File: src/rtl/pwm_multi.sv
// Multi-channel PWM: shared prescaled counter (edge/center aligned) with
// shadowed settings that are applied only on a cycle boundary.
module pwm_lane #(
    parameter int WIDTH = 8
) (
    input  logic             clk_in,
    input  logic             rst_in,
    input  logic             en_in,
    input  logic [WIDTH-1:0] cnt_nxt,
    input  logic [WIDTH-1:0] duty,
    output logic             pwm
);
    always_ff @(posedge clk_in) begin
        if (rst_in) pwm <= 1'b0;
        else        pwm <= en_in && (cnt_nxt < duty);
    end
endmodule

module pwm_multi #(
    parameter int WIDTH      = 8,
    parameter int CHANNELS   = 4,
    parameter int PRESCALE_W = 8
) (
    input  logic                      clk_in,
    input  logic                      rst_in,
    input  logic                      en_in,
    input  logic                      update_in,
    input  logic                      mode_in,
    input  logic [PRESCALE_W-1:0]     prescale_in,
    input  logic [WIDTH-1:0]          period_in,
    input  logic [CHANNELS*WIDTH-1:0] duty_in,
    output logic [CHANNELS-1:0]       pwm_out,
    output logic                      cycle_start_out,
    output logic                      pending_out
);
    typedef struct packed {
        logic                               mode;
        logic [PRESCALE_W-1:0]              prescale;
        logic [WIDTH-1:0]                   period;
        logic [CHANNELS-1:0][WIDTH-1:0]     duty;
    } cfg_t;

    cfg_t                  act, shd, act_nxt, cfg_in;
    logic [WIDTH-1:0]      cnt, cnt_nxt, p_eff;
    logic                  dir, dir_nxt;
    logic [PRESCALE_W-1:0] pre_cnt, pre_nxt;
    logic                  tick, boundary;

    always_comb begin
        cfg_in.mode     = mode_in;
        cfg_in.prescale = prescale_in;
        cfg_in.period   = period_in;
        cfg_in.duty     = duty_in;
    end

    // Center mode treats a zero period as one so the up/down turn still works.
    assign p_eff = (act.period == '0) ? WIDTH'(1) : act.period;
    assign tick  = en_in && (pre_cnt == act.prescale);

    always_comb begin
        pre_nxt  = '0;
        cnt_nxt  = cnt;
        dir_nxt  = dir;
        boundary = 1'b0;
        if (!en_in) begin
            cnt_nxt = '0;
            dir_nxt = 1'b0;
        end else begin
            if (!tick) pre_nxt = pre_cnt + 1'b1;
            if (tick) begin
                if (!act.mode) begin
                    dir_nxt = 1'b0;
                    if (cnt >= act.period) begin
                        cnt_nxt  = '0;
                        boundary = 1'b1;
                    end else begin
                        cnt_nxt = cnt + 1'b1;
                    end
                end else if (!dir) begin
                    if (cnt >= p_eff - 1'b1) dir_nxt = 1'b1;
                    else                     cnt_nxt = cnt + 1'b1;
                end else begin
                    // Second tick at zero closes the cycle and turns back up.
                    if (cnt == '0) begin
                        dir_nxt  = 1'b0;
                        boundary = 1'b1;
                    end else begin
                        cnt_nxt = cnt - 1'b1;
                    end
                end
            end
        end
    end

    always_comb begin
        act_nxt = act;
        if (!en_in) begin
            if (update_in)        act_nxt = cfg_in;
            else if (pending_out) act_nxt = shd;
        end else if (boundary && pending_out) begin
            act_nxt = shd;
        end
    end

    always_ff @(posedge clk_in) begin
        if (rst_in) begin
            cnt             <= '0;
            dir             <= 1'b0;
            pre_cnt         <= '0;
            act             <= '0;
            shd             <= '0;
            pending_out     <= 1'b0;
            cycle_start_out <= 1'b0;
        end else begin
            cnt             <= cnt_nxt;
            dir             <= dir_nxt;
            pre_cnt         <= pre_nxt;
            act             <= act_nxt;
            cycle_start_out <= boundary;
            if (update_in) shd <= cfg_in;
            if (update_in && en_in)  pending_out <= 1'b1;
            else if (!en_in)         pending_out <= 1'b0;
            else if (boundary)       pending_out <= 1'b0;
        end
    end

    // Lanes compare against the post-boundary duty so a new setting starts cleanly.
    for (genvar i = 0; i < CHANNELS; i++) begin : g_lane
        pwm_lane #(.WIDTH(WIDTH)) u_lane (
            .clk_in  (clk_in),
            .rst_in  (rst_in),
            .en_in   (en_in),
            .cnt_nxt (cnt_nxt),
            .duty    (act_nxt.duty[i]),
            .pwm     (pwm_out[i])
        );
    end
endmodule

File: config.mk
export PLATFORM = sky130hd
export DESIGN_NAME = pwm_multi
export DESIGN_NICKNAME = d
export VERILOG_FILES = /design/src/rtl/pwm_multi.sv
export SDC_FILE = /design/constraint.sdc
export NUM_CORES = 1
export LEC_CHECK = 0
export CAP_MARGIN = 20
export CORE_MARGIN = 1.5
export CORE_UTILIZATION = 45
export DETAILED_ROUTE_END_ITERATION = 12
export GPL_ROUTABILITY_DRIVEN = 0
export HOLD_SLACK_MARGIN = 0.12
export PLACE_DENSITY = 0.73
export SYNTH_ARGS = -nofsm -noshare
export SYNTH_HDL_FRONTEND = slang
export SYNTH_SLANG_ARGS = --single-unit
File: constraint.sdc
create_clock -name clk_in -period 5.1 [get_ports clk_in]
set_input_delay 1.02 -clock clk_in [delete_from_list [all_inputs] [get_ports clk_in]]
set_output_delay 1.02 -clock clk_in [all_outputs]
set_load 0.03 [all_outputs]
---- Word-level counts from Yosys, hierarchy flattened ----
Index checks and enable logic that the tools add are counted.
word-level totals
  flip-flop bits (word level) ............. 121
  output and inout bits ................... 6
  input bits .............................. 53
operators by class
  equal/unequal tests ..................... 3
  multiplexer cells ....................... 25
  $lt $le $gt $ge ......................... 6
  bitwise gates (word level) .............. 1
  reductions and logical operators ........ 13
  $add $sub $neg .......................... 4
operators with widths
  cell                                                                count
  49-bit 2-to-1 mux                                                   4
  8-bit 2-to-1 mux                                                    8
  8-bit less-than comparator                                          4
  8-bit by 1-bit adder with 8-bit output, second input constant       2
  8-bit greater-or-equal comparator                                   2
  8-bit logical NOT                                                   2
  8-bit by 1-bit subtractor with 8-bit output, second input constant  2
  1-bit 2-to-1 mux                                                    13
  8-bit == test                                                       1
  1-bit logical AND                                                   7
  3-bit by 1-bit != test with 1-bit output, second input constant     1
  3-bit nonzero test                                                  1
  3-bit OR reduction                                                  1
  2-bit by 1-bit != test with 1-bit output, second input constant     1
  2-bit AND reduction                                                 1
  2-bit OR reduction                                                  1
  1-bit inverter                                                      1

---- Logic depth before layout (Yosys ltp) ----
Gate-level depths: netlist (run 1).
  depth in word-level cells ............... 11
  gate-level depth with buffers ........... 23
  mapped depth without buffers ............ 22

---- Cells and area by module ----
From an unflattened synthesis (run 1), not the netlist that was laid out.
second synthesis, totals
  cells, all modules ...................... 843
  area, all modules ....................... 7488.4 um^2
modules (own cells, without submodules)
  module     area an instance (um^2)  sequential area each (um^2)  cells each  times used
  pwm_multi  6667.6                   2342.2                       747         1
  pwm_lane   205.2                    20.0                         24          4

---- Worst setup path after synthesis (run 1) ----
Ideal clock, no wire load.
  kind .................................... reg2reg
  from .................................... register act[36] (netlist bit)
  to ...................................... register g_lane[2].u_lane.pwm
  setup slack ............................. 0.698 ns
  cell stages (with the launch flop) ...... 22
  required time ........................... 5.030 ns
  arrival time ............................ 4.332 ns
  buffers on the path ..................... 1
  clock period less this slack ............ 4.402 ns
  cells stage by stage .................... dfxtp_1 nor4_1 a31oi_1 ha_1 nand2_1 nor4_1 xnor2_1 ha_1 a21oi_1 a21boi_0 a311oi_1 buf_2 a211oi_1 nor4_1 a311oi_1 a211oi_1 ha_1 a21o_1 a21oi_1 o211ai_1 a311oi_1 o2bb2ai_1
on the way
  word-level cells in the longest chain between the ends .. 11
  elaborated cells between the ends (all ways) .. 20
ends and longest elaborated chain
  what                                         RTL line  RTL
  from (decl)                                  43        cfg_t act, shd, act_nxt, cfg_in;
  from (signal assigned)                       118       act <= act_nxt;
  8-bit logical NOT                            57        assign p_eff = (act.period == '0) ? WIDTH'(1) : act.period;
  8-bit 2-to-1 mux                             57
  8-bit by 1-bit subtractor with 8-bit output  80        if (cnt >= p_eff - 1'b1) dir_nxt = 1'b1;
  8-bit greater-or-equal comparator            80
  8-bit 2-to-1 mux                             80
  8-bit 2-to-1 mux                             79        end else if (!dir) begin
  8-bit 2-to-1 mux (*)                         71        if (!act.mode) begin
  8-bit 2-to-1 mux (*)                         70        if (tick) begin
  8-bit 2-to-1 mux (*)                         65        if (!en_in) begin
  net cnt_nxt[2]                               44        logic [WIDTH-1:0] cnt, cnt_nxt, p_eff;
  8-bit less-than comparator (*)               15        else pwm <= en_in && (cnt_nxt < duty);
  1-bit logical AND (*)                        15
  to (signal assigned)                         15
  to (decl)                                    11        output logic pwm
Mark *: on every way through the listed nets, which the timed path passes. The rest lies on a longest branch. The select of a mux whose other input is x is not followed.
A chain may end at the register's enable or synchronous reset.

---- Final worst setup path (run 1) ----
  from .................................... register act[35] (netlist bit)
  to ...................................... register g_lane[2].u_lane.pwm
Same word-level chain as after synthesis.

==> results of run 1 <==
layout by cell type, fill, tap and decap left out, drive strengths merged, types with 7 or more instances in the layout:
cell / n
xnor2: 13
or3: 9
a21oi: 57
dfxtp: 121
nand2b: 38
clkdlybuf4s50: 55
a211oi: 8
buf: 21
o21ai: 63
mux2i: 81
ha: 48
nand2: 53
xor2: 7
inv: 22
a22oi: 14
mux2: 33
clkbuf: 23
nand3: 26
a311oi: 7
nor3: 15
nor2: 88
nor4: 7
worst paths after layout:
check                  startpoint                               to  slack [ns]  cells past startpoint
max          act[35]$_SDFFE_PP0P_  g_lane[2].u_lane.pwm$_SDFF_PP0_        0.45                     22
min          shd[37]$_SDFFE_PP0P_             act[37]$_SDFFE_PP0P_        0.48                      2
max reg2reg  act[35]$_SDFFE_PP0P_  g_lane[2].u_lane.pwm$_SDFF_PP0_        0.45                     22
min reg2reg  shd[37]$_SDFFE_PP0P_             act[37]$_SDFFE_PP0P_        0.48                      2
logic make-up after synthesis:
family | count (synthesis)
AO/OA/AOI/OAI | 188
XOR/XNOR | 20
adder cells (fa/ha/maj) | 48
buffers and inverters | 81
flip-flops | 121
multiplexers | 114
AND/OR/NAND/NOR | 273
metal layers:
layer,vias to the layer above,wire (um)
met5,-,0
met4,0,376
met3,37,931
met2,171,8470
met1,2959,8360
li1,3110,-
area by class of cell:
| cell class | count | share of cell area |
|---|---|---|
| multi-input combinational | 643 | 0.553 |
| sequential | 121 | 0.268 |
| timing repair buffer | 76 | 0.0784 |
| clock buffer | 23 | 0.0551 |
| tap | 220 | 0.0305 |
| inverter | 22 | 0.00914 |
| clock inverter | 7 | 0.00485 |
flip-flops by register name, indices dropped and copies added, names as in the netlist:
register           count
shd                   49
pre_cnt                8
act                   49
pending_out            1
cnt                    8
dir                    1
g_lane.u_lane.pwm      4
cycle_start_out        1
synthesized netlist by cell type, types with 22 or more instances:
library cell  count
a21oi_1          57
clkbuf_1         35
dfxtp_1         121
ha_1             48
inv_1            22
mux2_4           28
mux2i_1          53
mux2i_4          28
nand2_1          53
nand2b_1         38
nand3_1          25
nor2_1           88
o21ai_0          54
what timing repair did:
item                                    CTS  global route
buffers inserted                          0             4
gates resized for setup                   0             5
endpoints found under the setup margin    0             3
endpoints found under the hold margin     0             0
worst register-to-register path: cells and delay by family (launching register included):
family	cells	cell delay, ns
flip-flops	1	0.37
XOR/XNOR	1	0.14
AO/OA/AOI/OAI	12	2.00
adder cells (fa/ha/maj)	3	0.81
buffers and inverters	2	0.41
AND/OR/NAND/NOR	4	0.85
power groups by stage:
stage / combinational [W] / sequential, W / clock (W)
finish: 0.000513 / 0.00103 / 0.00111
detailed placement: 0.000505 / 0.00105 / 0
CTS: 0.000509 / 0.00103 / 0.00112
floorplan: 0.000380 / 0.00104 / 0
global placement: 0.000495 / 0.00105 / 0
global route: 0.000566 / 0.00104 / 0.00116
metrics by stage:
step | util | TNS [ns] | power (W) | cells | setup slack (ns)
finish | 0.539 | 0 | 0.00265 | 1112 | 0.453
global route | 0.539 | -0.0128 | 0.00277 | 1112 | -0.0128
CTS | 0.535 | 0 | 0.00266 | 1108 | 0.284
detailed placement | 0.503 | 0 | 0.00156 | 1078 | 0.321
global placement | 0.503 | 0 | 0.00154 | 1078 | 0.495
floorplan | - | 0 | 0.00142 | 845 | 0.698
==> impl_metrics.csv, run 1 <==
group,metric,value,unit
synth,syn-cell-area,7780,um2
finish,fillers,1518,
power,p_sw_frac,0.281,
routing,vias,6277,
synth,ys_seq_elements,121,
grt,grt_max_degree,102,
synth,synth_cell_type_count,68,
finish,drive_gt1_frac,0.146,
floorplan,die_area,18100,um2
synth,synth_top_family_by_area,"multiplexers",
synth,synth_simple_gate_area_share,0.176,
timing,min_period_over_period,0.911,
finish,syn2layout_area_growth,16.1,%
synth,synth_area_leaders,"dfxtp_1 31%, mux2i_4 8.1%, ha_1 7.7%",
power,p_switching,0.000747,W
grt,grt_use_total,0.208,
place,portBuffers,58,
synth,synth.yosys.seq_area_share,0.312,
synth,avgSynthCellArea,9.20,um2
routing,dr.pass1.iters,7,
routing,drc,0,
clocking,numCtsBuffers,17,
synth,synth_compound_area_frac,0.153,
critical_path,slowest_stage,"nor4_2",
power,power_density,294,nW/um2
finish,seq_area,2420,um2
grt,grt_use_met2,0.340,
place,placed_cell_area,8430,um2
floorplan,placementRows,47,
timing,hold_slack,0.484,ns
grt,grtUsageMet1,0.269,
timing,setup_violations,0,
run,drv_cap,0,
critical_path,max_stage_delay,0.39,ns
floorplan,die_h,134,um
critical_path,path_class,"flip-flop to flip-flop",
routing,wirelength,18100,um
clocking,htreeDepth,4,
synth,synth_cells,845,
grt,grt.overflow.total,0,
grt,grt-busiest-layer,"met2",
outcome,status,"finished, final reports clean",
routing,final_antenna_net_count,0,
timing,hold_viol_final,0,
clocking,clockRootBuffer,"clkbuf_16",
synth,synth_ff_type,"dfxtp_1",
routing,viasPerCell,5.64,
synth,synth_nets,946,
power,p_clk_frac,0.418,
finish,num-nets-final,982,
finish,multi_input_area,5000,um2
clocking,ctsHoldBuffers,0,
critical_path,end_kind,"flip-flop",
grt,grt_pass1_wl,30000,um
power,cell_internal_pwr,0.00191,W
floorplan,io_pins,59,
critical_path,crit_path_cell_trace,"nor4_2 -> a31oi_2 -> ha_1 -> nand2_1 -> nor4_2 -> xnor2_1 -> ha_1 -> a21oi_1 -> a21boi_0 -> a311oi_1 -> buf_4 -> a211oi_1 -> nor4_1 -> a311oi_1 -> a211oi_1 -> buf_4 -> ha_1 -> a21o_1 -> a21oi_1 -> o211ai_1 -> a311oi_2 -> o2bb2ai_1",
finish,antenna_cells,0,
critical_path,crit_top_cell,"ha_1",
power,seqPwrFrac,0.389,
timing,timing.slew.headroom,0.315,
synth,synth_fa_ha_area_frac,0.0772,
grt,grt_pass1_vias,6087,
power,pwr-share-comb,0.193,
timing,fmax,215,MHz
synth,synth_top_area_cell,"dfxtp_1",
synth,synth_xor_area_frac,0.0225,
timing,max_slew.worst_pin.slew,1.03,ns
critical_path,arrival,5.01,ns
clocking,tritoncts,"yes",
grt,antenna_found_initial,0,
routing,wl_per_cell,16.3,um
synth,async_flop_share,0,
critical_path,cp_num_buf_inv,2,
clocking,clk_latency,0.43,ns
critical_path,start_kind,"flip-flop",
floorplan,start_util,0.464,
critical_path,critPathRequiredTime,5.46,ns
routing,drt_iter0_markers,440,
power,vdd_drop_max,253,uV
critical_path,crit_path_max_fanout,12,
clocking,cts_buffer_depth,2,
timing,skew,0.00951,ns
grt,use_met3,0.0492,
min_path,hold_class,"flip-flop to flip-flop",
floorplan,die_w,134,um
synth,yosysTopAreaCellShare,0.312,
timing,finalCriticalPeriod,4.65,ns
synth,synthMuxAreaShare,0.211,
clocking,cts.sinks,121,
clocking,cts.clk_slew.worst_paths,0.06,ns
finish,fin_area,9030,um2
place,dp_hpwl,12200,um
synth,synth-edff-count,0,
critical_path,path_delay_family,"compound AO/OA/AOI/OAI gates",
floorplan,fp.coreArea,16800,um2
power,leakage,3.50,nW
synth,ys_warn_count,0,
timing,slew_viol_final,0,
(Power assumes the default switching activity.)
==> run 2, diff against run 1 <==
==> constraint.sdc (replaced) <==
create_clock -name clk_in -period 5.1 [get_ports clk_in]
set_input_delay 1.02 -clock clk_in [delete_from_list [all_inputs] [get_ports clk_in]]
set_output_delay 1.02 -clock clk_in [all_outputs]
set_load 0.1 [all_outputs]
==> run 2 against run 1 <==
Effect of this change: hold slack improved by 0.0020 ns; first-iteration DRC count decreased by 34%; design area increased by 0.32%; count of clock-buffer cells in the layout decreased by 2; clock skew about the same; via count decreased by 1.2%; worst setup slack got worse by 0.00086 ns; power increased by 6.2%; highest routed layer unchanged.
==> impl_metrics.csv, run 2 (synthesis results as in run 1) <==
group,metric,value,unit
power,leakage,3.50,nW
grt,grt_use_total,0.206,
timing,setup_violations,0,
floorplan,start_util,0.464,
critical_path,crit_path_max_fanout,12,
critical_path,arrival,5.01,ns
power,vdd_drop_max,255,uV
place,portBuffers,58,
floorplan,fp.coreArea,16800,um2
finish,layout_common_cells,"120 x dfxtp_1, 87 x nor2_1, 57 x a21oi_1, 55 x clkdlybuf4s50_1, 54 x o21ai_0",
grt,grt_pass1_vias,6111,
timing,min_period_over_period,0.911,
floorplan,io_pins,59,
grt,grt_pass1_wl,29900,um
outcome,status,"finished, final reports clean",
critical_path,slowest_stage,"dfxtp_1",
clocking,cts.sinks,121,
critical_path,r2r_slack,0.45,ns
finish,num-nets-final,977,
timing,rsz0062_at_grt,"no",
floorplan,placementRows,47,
clocking,cts_setup_buffers,0,
finish,fin_area,9060,um2
routing,final_antenna_net_count,0,
routing,drt_iter0_markers,291,
critical_path,path_class,"flip-flop to flip-flop",
routing,wirelength,17900,um
routing,vias,6203,
critical_path,end_kind,"flip-flop",
floorplan,die_area,18100,um2
routing,wl_per_cell,16.2,um
place,dp_hpwl,12400,um
timing,hold_viol_final,0,
clocking,cts_buffer_depth,2,
finish,layout_top_registers,"act (49), shd (49)",
clocking,tritoncts,"yes",
timing,slew_viol_final,0,
power,power_density,311,nW/um2
critical_path,start_kind,"flip-flop",
critical_path,path_delay_family,"compound AO/OA/AOI/OAI gates",
clocking,clk_latency,0.43,ns
finish,antenna_cells,0,
critical_path,crit_path_cell_trace,"nor4_2 -> a31oi_1 -> ha_1 -> nand2_1 -> nor4_2 -> xnor2_1 -> ha_1 -> a21oi_1 -> a21boi_0 -> a311oi_1 -> buf_4 -> a211oi_1 -> nor4_1 -> a311oi_1 -> a211oi_1 -> buf_4 -> ha_1 -> a21o_1 -> a21oi_1 -> o211ai_1 -> a311oi_1 -> o2bb2ai_1",
finish,layout_commonest_cell,"dfxtp_1",
timing,hold_slack,0.487,ns
critical_path,max_stage_delay,0.47,ns
timing,max_slew.worst_pin.slew,0.972,ns
routing,viasPerCell,5.59,
routing,dr.pass1.iters,5,
clocking,numCtsBuffers,17,
grt,antenna_found_initial,0,
run,drv_cap,0,
floorplan,die_h,134,um
critical_path,critPathRequiredTime,5.46,ns
finish,drive_gt1_frac,0.142,
critical_path,cp_num_buf_inv,2,
clocking,cts.clk_slew.worst_paths,0.06,ns
timing,tns,0,ns
clocking,htreeDepth,4,
timing,skew,0.00933,ns
finish,syn2layout_area_growth,16.5,%
grt,grt_max_degree,90,
clocking,clockRootBuffer,"clkbuf_16",
grt,grt.overflow.total,0,
floorplan,die_w,134,um
timing,timing.slew.headroom,0.350,
routing,drc,0,
place,placed_cell_area,8430,um2
min_path,hold_class,"flip-flop to flip-flop",
timing,fmax,215,MHz
timing,finalCriticalPeriod,4.65,ns
## run 2: changes by cell type in the layout (fill, tap and decap cells not counted), sizes merged
cell / change
clkbuf: -2
clkinvlp: +2
clkinv: -2
inv: +1
buf: -5
bufinv: +3
## run 2: worst reg2reg max path: stages, from the launching register on
cell,delay (ns)
dfxtp_1,0.47
nor4_2,0.10
a31oi_1,0.28
ha_1,0.25
nand2_1,0.10
nor4_2,0.17
xnor2_1,0.16
ha_1,0.27
a21oi_1,0.14
a21boi_0,0.09
a311oi_1,0.26
buf_4,0.24
a211oi_1,0.09
nor4_1,0.30
a311oi_1,0.10
a211oi_1,0.26
buf_4,0.19
ha_1,0.25
a21o_1,0.16
a21oi_1,0.15
o211ai_1,0.12
a311oi_1,0.29
o2bb2ai_1,0.14
## run 2: report_power, final
group	total [W]	switching, W	internal (W)
combinational	0.000534	0.000302	0.000232
sequential	0.00104	0.0000405	0.000997
clock	0.00125	0.000443	0.000805
total	0.00282	0.000786	0.00203
## run 2: routing by layer
metal / global-route usage / up-vias / routed length [um]
li1: - / 3110 / -
met5: 0 / - / 0
met2: 0.344 / 129 / 8640
met4: 0.0783 / 0 / 341
met3: 0.0383 / 27 / 663
met1: 0.265 / 2937 / 8280
## run 2: final timing paths
| path | startpoint | cells past startpoint | end |
|---|---|---|---|
| setup reg to reg | act[36]$_SDFFE_PP0P_ | 22 | g_lane[2].u_lane.pwm$_SDFF_PP0_ |
| hold / removal | shd[23]$_SDFFE_PP0P_ | 2 | shd[23]$_SDFFE_PP0P_ |
| hold reg to reg | shd[23]$_SDFFE_PP0P_ | 2 | shd[23]$_SDFFE_PP0P_ |
| setup / recovery | act[36]$_SDFFE_PP0P_ | 22 | g_lane[2].u_lane.pwm$_SDFF_PP0_ |
## run 2: area by class of cell
cell class	instances	area, um2
clock buffers	21	470
clock inverters	11	144
fillers	1518	7700
inverters	22	82.6
multi-input cells	643	4990
flip-flops and latches	121	2420
well taps	220	275
repair buffers	71	671
## run 2: through the flow
| step | total power, W | utilization | instances | worst slack (ns) |
|---|---|---|---|---|
| after detailed placement | 0.00158 | 0.503 | 1077 | 0.417 |
| final | 0.00282 | 0.541 | 1109 | 0.452 |
| after global placement | 0.00157 | 0.503 | 1077 | 0.562 |
| after CTS | 0.00283 | 0.539 | 1109 | 0.375 |
| after global routing | 0.00294 | 0.541 | 1109 | 0.0368 |
| after floorplan | 0.00145 | - | 845 | 0.698 |
## run 2: timing repair
item / CTS / global route
hold buffers: 0 / 0
gates resized for setup: 0 / 4
setup endpoints to repair: 0 / 3
==> run 3, diff against run 2 <==
--- a/config.mk
+++ b/config.mk
@@ -8,8 +8,10 @@
 export CAP_MARGIN = 20
 export CORE_MARGIN = 1.5
 export CORE_UTILIZATION = 45
+export CTS_CLUSTER_DIAMETER = 40
 export DETAILED_ROUTE_END_ITERATION = 12
 export GPL_ROUTABILITY_DRIVEN = 0
+export GPL_TIMING_DRIVEN = 0
 export HOLD_SLACK_MARGIN = 0.12
 export PLACE_DENSITY = 0.73
 export SYNTH_ARGS = -nofsm -noshare
==> run 3 against run 2 <==
Effect of this change: sequential power barely moved; critical path type unchanged; wire length increased by 13%; non-clock buffer count up 46; flip-flop and latch count is the same; critical path depth fell by 2; hold slack got worse by 0.0060 ns.
==> impl_metrics.csv, run 3 (synthesis results as in run 1) <==
group,metric,value,unit
routing,drc,0,
routing,dr.pass1.iters,5,
clocking,cts_buffer_depth,2,
power,p_switching,0.000811,W
power,power,0.00282,W
power,p_sw_frac,0.287,
floorplan,placementRows,47,
timing,finalCriticalPeriod,4.72,ns
finish,num-nets-final,1023,
critical_path,start_kind,"flip-flop",
finish,drive_gt1_frac,0.145,
power,p_clk_frac,0.431,
min_path,holdPathStages,2,
clocking,clockRootBuffer,"clkbuf_16",
grt,grt_use_total,0.231,
power,power_density,304,nW/um2
critical_path,end_kind,"flip-flop",
finish,fillers,1455,
finish,layout_top_registers,"act (49), shd (49)",
floorplan,start_util,0.464,
routing,wl_per_cell,17.5,um
timing,timing.slew.headroom,0.352,
timing,hold_viol_final,0,
finish,layout_commonest_cell,"dfxtp_1",
power,leakage,3.59,nW
critical_path,worst-r2r-cell-count,20,
finish,fin_area,9290,um2
power,seqPwrFrac,0.365,
place,placed_cell_area,8600,um2
floorplan,die_h,134,um
floorplan,fp.coreArea,16800,um2
power,vdd_drop_max,254,uV
min_path,hold_class,"flip-flop to flip-flop",
floorplan,die_w,134,um
timing,tns,0,ns
critical_path,path_class,"flip-flop to flip-flop",
critical_path,rr_startpoint,"act[35]$_SDFFE_PP0P_",
place,portBuffers,55,
min_path,hold_end,"act[41]$_SDFFE_PP0P_",
grt,grt_pass1_vias,6367,
grt,grt_pass1_wl,32800,um
finish,post-route-util,0.554,
critical_path,critPathRequiredTime,5.42,ns
clocking,clk_latency,0.42,ns
clocking,ctsHoldBuffers,0,
run,drv_cap,0,
finish,layout_common_cells,"120 x dfxtp_1, 87 x nor2_1, 56 x a21oi_1, 55 x clkdlybuf4s50_1, 54 x o21ai_0",
finish,antenna_cells,0,
timing,fmax,212,MHz
clocking,cts.sinks,121,
grt,grt_max_degree,17,
outcome,status,"finished, final reports clean",
clocking,tritoncts,"yes",
place,dp_hpwl,14400,um
floorplan,io_pins,59,
routing,vias,6588,
floorplan,die_area,18100,um2
clocking,htreeDepth,4,
routing,final_antenna_net_count,0,
critical_path,r2r-end,"g_lane[3].u_lane.pwm$_SDFF_PP0_",
timing,slew_viol_final,0,
routing,wirelength,20200,um
critical_path,r2r_slack,0.38,ns
routing,viasPerCell,5.70,
clocking,cts.clk_slew.worst_paths,0.06,ns
finish,syn2layout_area_growth,19.4,%
power,cell_internal_pwr,0.00201,W
critical_path,arrival,5.03,ns
timing,min_period_over_period,0.925,
timing,skew,0.00564,ns
timing,max_slew.worst_pin.slew,0.969,ns
timing,hold_slack,0.481,ns
grt,grt.overflow.total,0,
clocking,numCtsBuffers,17,
grt,antenna_found_initial,0,
min_path,min-delay-start,"shd[41]$_SDFFE_PP0P_",
power,pwr-share-comb,0.203,
routing,drt_iter0_markers,492,
critical_path,crit_path_max_fanout,10,
timing,setup_violations,0,
run 3: area by class of cell:
class,instances,area [um2],share of cell area
inverter,22,82.6,0.00889
tap,220,275,0.0296
sequential,121,2420,0.261
multi-input combinational,643,5030,0.541
timing repair buffer,58,573,0.0617
clock buffer,21,480,0.0517
clock inverter,11,119,0.0128
buffer,59,304,0.0327
run 3: metal layers:
metal  track usage  vias to the layer above  wire length, um
met5             0                        -                0
met4        0.0968                        0              554
met3        0.0387                       47             1180
met2         0.372                      241             9280
met1         0.308                     3098             9170
li1              -                     3202                -
run 3: worst max-delay path by stage:
| stage | start | end | slack, ns | depth (start not counted) |
|---|---|---|---|---|
| detailed placement | act[36]$_SDFFE_PP0P_ | g_lane[2].u_lane.pwm$_SDFF_PP0_ | -0.53 | 21 |
| global route | act[35]$_SDFFE_PP0P_ | g_lane[2].u_lane.pwm$_SDFF_PP0_ | -0.01 | 22 |
| global placement | act[36]$_SDFFE_PP0P_ | g_lane[2].u_lane.pwm$_SDFF_PP0_ | -0.62 | 21 |
| finish | act[35]$_SDFFE_PP0P_ | g_lane[3].u_lane.pwm$_SDFF_PP0_ | 0.38 | 20 |
| floorplan | act[36]$_SDFFE_PP0P_ | g_lane[2].u_lane.pwm$_SDFF_PP0_ | 0.70 | 21 |
| CTS | act[36]$_SDFFE_PP0P_ | g_lane[2].u_lane.pwm$_SDFF_PP0_ | 0.1 | 22 |
run 3: what timing repair did:
action | in CTS | in global routing
gates cloned | 0 | 0
setup buffers | 1 | 2
endpoints found under the setup margin | 4 | 4
pin swaps | 1 | 2
gates resized for setup | 4 | 10
run 3: stage by stage:
step	instances	setup slack [ns]
6_report	1155	0.385
5_1_grt	1155	-0.0123
4_1_cts	1153	0.0955
3_5_place_dp	1120	-0.530
3_3_place_gp	1120	-0.618
2_1_floorplan	845	0.698
run 3: power groups by stage:
stage / sequential, W / combinational (W) / clock (W)
floorplan: 0.00105 / 0.000402 / 0
global placement: 0.00105 / 0.000545 / 0
detailed placement: 0.00105 / 0.000553 / 0
CTS: 0.00103 / 0.000561 / 0.00123
global route: 0.00104 / 0.000626 / 0.00128
finish: 0.00103 / 0.000574 / 0.00122
run 3: worst max-delay path, stage by stage, from the launching register on:
cell	delay (ns)
dfxtp_1	0.39
nor4_4	0.33
a31oi_2	0.17
ha_1	0.24
nand2_1	0.11
nor4_2	0.05
xnor2_1	0.13
ha_1	0.31
a21oi_1	0.15
a21boi_0	0.11
a311oi_2	0.39
buf_6	0.22
a311o_1	0.17
o211ai_1	0.11
a311oi_1	0.42
nor2_1	0.23
ha_1	0.40
and4_1	0.22
o21ai_0	0.09
o21ai_0	0.12
a31oi_1	0.24
